--- src/rtl/synth_frame_aligner_pkg.sv ---
// Shared definitions for the synthesizer frame aligner: state encoding,
// frame-length bounds and default settings-bus addresses.
package synth_frame_aligner_pkg;

  typedef enum logic [1:0] {
    ST_PASS = 2'd0,
    ST_PAD  = 2'd1,
    ST_DROP = 2'd2
  } state_t;

  localparam logic [3:0]  LOG2_MIN         = 4'd3;
  localparam logic [3:0]  LOG2_MAX         = 4'd11;
  localparam int unsigned BIN_W            = 11;
  localparam int unsigned DEF_SR_FRAME_LEN = 129;
  localparam int unsigned DEF_SR_CLR_ERR   = 130;

  function automatic logic [3:0] clamp_log2(input logic [3:0] v);
    if (v < LOG2_MIN)      return LOG2_MIN;
    else if (v > LOG2_MAX) return LOG2_MAX;
    else                   return v;
  endfunction

endpackage

--- src/rtl/synth_frame_aligner_axis_out_reg.sv ---
// Single-entry AXI-stream output register: loads when empty or when the
// held beat is being accepted downstream; holds data stable while stalled.
module axis_out_reg #(
  parameter int unsigned DATA_W = 32
) (
  input  logic              clk,
  input  logic              rst,
  input  logic              i_valid,
  input  logic [DATA_W-1:0] i_data,
  input  logic              i_last,
  output logic              o_ready,
  output logic              o_valid,
  output logic [DATA_W-1:0] o_data,
  output logic              o_last,
  input  logic              i_ready
);

  logic              r_valid;
  logic [DATA_W-1:0] r_data;
  logic              r_last;

  assign o_ready = ~r_valid | i_ready;
  assign o_valid = r_valid;
  assign o_data  = r_data;
  assign o_last  = r_last;

  always_ff @(posedge clk or posedge rst) begin
    if (rst) begin
      r_valid <= 1'b0;
      r_data  <= '0;
      r_last  <= 1'b0;
    end else if (o_ready) begin
      r_valid <= i_valid;
      if (i_valid) begin
        r_data <= i_data;
        r_last <= i_last;
      end
    end
  end

endmodule

--- src/rtl/synth_frame_aligner.sv ---
// Forces the host bin stream into frames of exactly 2^L bins: short frames are
// zero-padded, long frames truncated with the excess discarded up to tlast.
module synth_frame_aligner
  import synth_frame_aligner_pkg::*;
#(
  parameter int unsigned SR_FRAME_LEN = DEF_SR_FRAME_LEN,
  parameter int unsigned SR_CLR_ERR   = DEF_SR_CLR_ERR,
  parameter int unsigned DEF_LOG2_LEN = 6
) (
  input  logic        clk,
  input  logic        reset,
  input  logic        set_stb,
  input  logic [7:0]  set_addr,
  input  logic [31:0] set_data,
  input  logic [31:0] s_axis_data_tdata,
  input  logic        s_axis_data_tlast,
  input  logic        s_axis_data_tvalid,
  output logic        s_axis_data_tready,
  output logic [31:0] m_axis_data_tdata,
  output logic        m_axis_data_tlast,
  output logic        m_axis_data_tvalid,
  input  logic        m_axis_data_tready,
  output logic [15:0] err_short_cnt,
  output logic [15:0] err_long_cnt
);

  state_t             r_state;
  logic [BIN_W-1:0]   r_bin_cnt;
  logic [3:0]         r_log2_len;
  logic [3:0]         r_log2_pend;
  logic [15:0]        r_err_short;
  logic [15:0]        r_err_long;

  state_t             w_state_nxt;
  logic [BIN_W-1:0]   w_last_bin;
  logic               w_at_last;
  logic               w_out_ready;
  logic               w_s_ready;
  logic               w_load;
  logic [31:0]        w_load_data;
  logic               w_load_last;
  logic               w_inc_short;
  logic               w_inc_long;
  logic               w_wr_len;
  logic               w_clr;
  logic               w_unused;

  assign w_unused   = ^set_data[31:4];
  assign w_wr_len   = set_stb && (set_addr == 8'(SR_FRAME_LEN));
  assign w_clr      = set_stb && (set_addr == 8'(SR_CLR_ERR));
  // For L = 11 the shift wraps to zero, so subtracting one still gives 2047.
  assign w_last_bin = (BIN_W'(1) << r_log2_len) - BIN_W'(1);
  assign w_at_last  = (r_bin_cnt == w_last_bin);

  assign s_axis_data_tready = w_s_ready & ~reset;
  assign err_short_cnt      = r_err_short;
  assign err_long_cnt       = r_err_long;

  always_comb begin
    w_state_nxt = r_state;
    w_s_ready   = 1'b0;
    w_load      = 1'b0;
    w_load_data = '0;
    w_load_last = 1'b0;
    w_inc_short = 1'b0;
    w_inc_long  = 1'b0;
    unique case (r_state)
      ST_PASS: begin
        w_s_ready   = w_out_ready;
        w_load      = s_axis_data_tvalid & w_out_ready;
        w_load_data = s_axis_data_tdata;
        w_load_last = w_at_last;
        if (w_load) begin
          if (s_axis_data_tlast && !w_at_last) begin
            w_inc_short = 1'b1;
            w_state_nxt = ST_PAD;
          end else if (!s_axis_data_tlast && w_at_last) begin
            w_inc_long  = 1'b1;
            w_state_nxt = ST_DROP;
          end
        end
      end
      ST_PAD: begin
        w_load      = w_out_ready;
        w_load_last = w_at_last;
        if (w_load && w_at_last) w_state_nxt = ST_PASS;
      end
      ST_DROP: begin
        w_s_ready = 1'b1;
        if (s_axis_data_tvalid && s_axis_data_tlast) w_state_nxt = ST_PASS;
      end
      default: w_state_nxt = ST_PASS;
    endcase
  end

  always_ff @(posedge clk or posedge reset) begin
    if (reset) begin
      r_state     <= ST_PASS;
      r_bin_cnt   <= '0;
      r_log2_len  <= 4'(DEF_LOG2_LEN);
      r_log2_pend <= 4'(DEF_LOG2_LEN);
      r_err_short <= '0;
      r_err_long  <= '0;
    end else begin
      r_state <= w_state_nxt;
      if (w_wr_len) r_log2_pend <= clamp_log2(set_data[3:0]);
      // Frame boundary only: a bin-0 beat loading this cycle is never a last bin.
      if (r_state == ST_PASS && r_bin_cnt == '0) r_log2_len <= r_log2_pend;
      if (w_load) r_bin_cnt <= w_at_last ? '0 : r_bin_cnt + BIN_W'(1);
      if (w_clr)                                 r_err_short <= '0;
      else if (w_inc_short && r_err_short != '1) r_err_short <= r_err_short + 16'd1;
      if (w_clr)                                 r_err_long  <= '0;
      else if (w_inc_long && r_err_long != '1)   r_err_long  <= r_err_long + 16'd1;
    end
  end

  axis_out_reg #(
    .DATA_W (32)
  ) u_out_reg (
    .clk     (clk),
    .rst     (reset),
    .i_valid (w_load),
    .i_data  (w_load_data),
    .i_last  (w_load_last),
    .o_ready (w_out_ready),
    .o_valid (m_axis_data_tvalid),
    .o_data  (m_axis_data_tdata),
    .o_last  (m_axis_data_tlast),
    .i_ready (m_axis_data_tready)
  );

endmodule
--- config.mk ---
export PLATFORM = sky130hd
export DESIGN_NAME = synth_frame_aligner
export DESIGN_NICKNAME = d
export VERILOG_FILES = /design/src/rtl/synth_frame_aligner_pkg.sv /design/src/rtl/synth_frame_aligner_axis_out_reg.sv /design/src/rtl/synth_frame_aligner.sv
export SDC_FILE = /design/constraint.sdc
export NUM_CORES = 1
export LEC_CHECK = 0
export CORE_MARGIN = 3
export CORE_UTILIZATION = 42
export DETAILED_ROUTE_END_ITERATION = 10
export HOLD_SLACK_MARGIN = 0.03
export PLACE_DENSITY = 0.83
export REMOVE_ABC_BUFFERS = 1
export SLEW_MARGIN = 25
export SYNTH_ARGS = -nofsm -noshare
export SYNTH_HDL_FRONTEND = slang
export SYNTH_SLANG_ARGS = --single-unit
--- constraint.sdc ---
create_clock -name clk -period 3.4 [get_ports clk]
set_clock_uncertainty 0.2 [all_clocks]
set_input_delay 1.02 -clock clk [delete_from_list [all_inputs] [get_ports clk]]
set_output_delay 1.02 -clock clk [all_outputs]
set_load 0.005 [all_outputs]
==> flow_metrics.py <==
metrics = {
    "detailed_routing": {
        "drc_errors": 0,
        "post_drt_wl_per_cell_um": 14.56,
        "drt-initial-drc-count": 146,
        "drt_first_pass_iters": 5,
        "top_layer_used": "met4",
        "viasPerCell": 5.221,
        "routed_wl_um": 11400,
        "wl_met3_um": 1009,
        "wl_met1_um": 4688,
        "vias": 4088,
        "ant_nets": 0,
        "wl_met2_um": 5509,
    },
    "clock_tree": {
        "htreeDepth": 3,
        "cts_buffers": 9,
        "cts_buffer_depth": 2,
        "cts_tree": "done",
        "holdBufCountCts": 0,
        "root_buffer": "clkbuf_8",
        "clk_latency_ns": 0.36,
        "numClockSinks": 87,
        "path_clk_slew_ns": 0.09,
    },
    "placement": {
        "port_buffers": 116,
        "gp_congestion": 0.8616,
        "pre_cts_ws_ns": -0.1643,
        "dp_hpwl_um": 8332,
    },
    "synthesis": {
        "ys_seq_elements": 87,
        "synth-edff-count": 0,
        "yosysTopAreaCell": "dfrtp_1",
        "synthArstFlopShare_pct": 100.0,
        "seq_area_frac_synth_pct": 47.29,
        "yosysUniqueCellTypes": 61,
        "synth_top_area_share_pct": 45.01,
        "synthFlopType": "dfrtp_1",
        "netlist_area_um2": 4614,
        "netlist_instances": 506,
        "yosysMostFrequentCell": "nand2_1",
        "avgSynthCellArea_um2": 9.119,
        "yosys_warnings": 0,
        "synth_area_leaders": "dfrtp_1, nand2_1, nor2_1",
        "netlist_top_cells_count": "nand2_1, dfrtp_1, nor2_1, o21ai_0, xor2_1",
    },
    "worst_setup_path": {
        "crit_family": "simple AND/OR/NAND/NOR gates",
        "path_buf_inv": 2,
        "cp_data_arrival_time_ns": 3.43,
        "critPathCaptureType": "register",
        "max_stage_delay_ns": 0.60,
        "cp_max_fo": 6,
        "crit_required_ns": 3.43,
        "crit_chain": "nor2_2 > nand3b_1 > ha_4 > xor2_2 > xnor2_1 > o2111a_1 > nand3_2 > nor3_4 > ha_2 > nand4_1 > buf_4 > nor3_2 > buf_4 > nand4_1 > xor2_1 > nor2_1",
        "timing_worst_setup_path_type": "register to register",
        "crit_slowest_cell": "dfstp_2",
        "crit_path_start_kind": "register",
    },
    "timing": {
        "maxSlewViolCount": 0,
        "maxSlewHeadroom_pct": 58.81,
        "rsz0062_at_grt": "true",
        "worstMarginPinSlew_ns": 0.6122,
        "period_needed_ns": 3.396,
        "max_freq_mhz": 294.5,
        "finalWorstSetupSlack_ns": 0.004348,
        "final-setup-viol-count": 0,
        "period_share_pct": 99.87,
        "timing_hold_violations_final": 0,
    },
    "floorplanning": {
        "die_y_um": 110.8,
        "rows": 37,
        "num_io_pins": 145,
        "core_um2": 10510,
        "die_w_um": 110.8,
        "die-area_um2": 12280,
        "initial_core_util_pct": 43.91,
    },
    "power_and_ir_drop": {
        "power.density_nw_per_um2": 552.9,
        "ir_drop_uv": 395.7,
        "power.leakage_nw": 2.731,
    },
    "global_route": {
        "track_usage_pct": 18.36,
        "overflow": 0,
        "grt_pass1_wl_um": 18980,
        "grt_pass1_vias": 4098,
        "grt_max_degree": 37,
        "antenna_found_initial": 0,
    },
    "finish": {
        "n_antenna_cell": 0,
        "final_nets": 727,
        "drive_gt1_share_pct": 15.46,
        "area_growth_pct": 39.07,
        "utilization_pct": 61.07,
    },
    "run": {
        "drv_cap": 0,
    },
    "worst_hold_path": {
        "hp-class": "register to register",
    },
    "status": {
        "status": "complete, no violations",
    },
}
## logic make-up after synthesis
kind of cell | Yosys count | synth area share, %
fa+ha+maj | 7 | 1.898
xor+xnor | 41 | 7.782
buf+inv | 43 | 4.149
mux | 11 | 2.657
simple gates | 236 | 24.78
compound gates | 81 | 11.44
flops | 87 | 47.29
## layer usage
metal	vias up	GRT usage, %
met4	0	6.158
li1	1984	-
met2	146	30.42
met5	-	0
met1	1940	22.02
met3	18	6.878
## worst min-delay path, stage by stage (launching register included)
cell,delay (ns)
dfrtp_1,0.35
nand2_1,0.04
o21ai_0,0.06
## per-stage QoR
stage / hold WS [ns] / power, W / TNS [ns] / std cells / cell area, um2
global placement: 0.2591 / 0.002730 / -0.2010 / 759 / 6053
detailed placement: 0.2698 / 0.002790 / -1.147 / 759 / 6053
CTS: 0.2905 / 0.003552 / 0 / 775 / 6267
finish: 0.2831 / 0.003548 / 0 / 783 / 6417
floorplan: 0.2460 / 0.002102 / -11.99 / 477 / 4476
global route: 0.3163 / 0.003790 / -1.247 / 783 / 6417
## what timing repair did
action | CTS | global route
setup endpoints to repair | 19 | 23
gates resized for setup | 3 | 21
hold endpoints to repair | 0 | 0
pin swaps | 0 | 22
buffers inserted | 0 | 9
## area by class of cell
| class | count | area [um2] |
|---|---|---|
| clock inverters | 6 | 75.07 |
| fillers | 844 | 4091 |
| repair buffers | 154 | 1463 |
| multi-input cells | 376 | 2346 |
| flip-flops and latches | 87 | 2182 |
| well taps | 136 | 170.2 |
| inverters | 14 | 53.80 |
| clock buffers | 10 | 127.6 |
## power breakdown
group          switching, W  total (W)  internal (W)  leakage [nW]
Clock              0.000398   0.000750      0.000352        0.0994
Sequential         0.000229    0.00150       0.00127          1.13
Combinational      0.000611    0.00130      0.000687          1.50
## registers in the layout, summed over array words and instances (netlist names)
signal             cells
err_long_cnt          16
err_short_cnt         16
r_state                2
r_bin_cnt             11
u_out_reg.o_last       1
u_out_reg.o_data      32
u_out_reg.o_valid      1
r_log2_len             4
r_log2_pend            4
## final timing paths
kind | from | to | slack [ns] | cells past startpoint
setup reg to reg | r_log2_len[1] | err_long_cnt[6] | 0.004 | 16
max in group asynchronous | reset | r_log2_pend[1] | 1.45 | 4
min in group asynchronous | reset | r_bin_cnt[5] | 0.91 | 3
setup / recovery | r_log2_len[1] | err_long_cnt[6] | 0.004 | 16
hold / removal | u_out_reg.o_data[17] | u_out_reg.o_data[17] | 0.28 | 2
hold reg to reg | u_out_reg.o_data[17] | u_out_reg.o_data[17] | 0.28 | 2
## cells in the final DEF (no fill, tap or decap), drive strengths merged, types with 3 or more instances in the layout
cell type      instances
buf                   37
a31oi                  3
nor4                   4
o31ai                  4
xnor2                 16
a21boi                 3
nand2b                 6
nor3b                  3
nand3b                 3
dfrtp                 83
and2                   3
a21oi                 11
and4                   4
nor3                  12
xor2                  25
clkbuf                11
nor2                  61
clkdlybuf4s50        115
mux2i                  4
or3                    4
nor4b                  3
nand2                 99
o21ai                 45
nand4                 12
nand3                 16
dfstp                  4
ha                     7
mux2                   7
inv                   16
No activity file was read; power rests on OpenSTA's default activity.
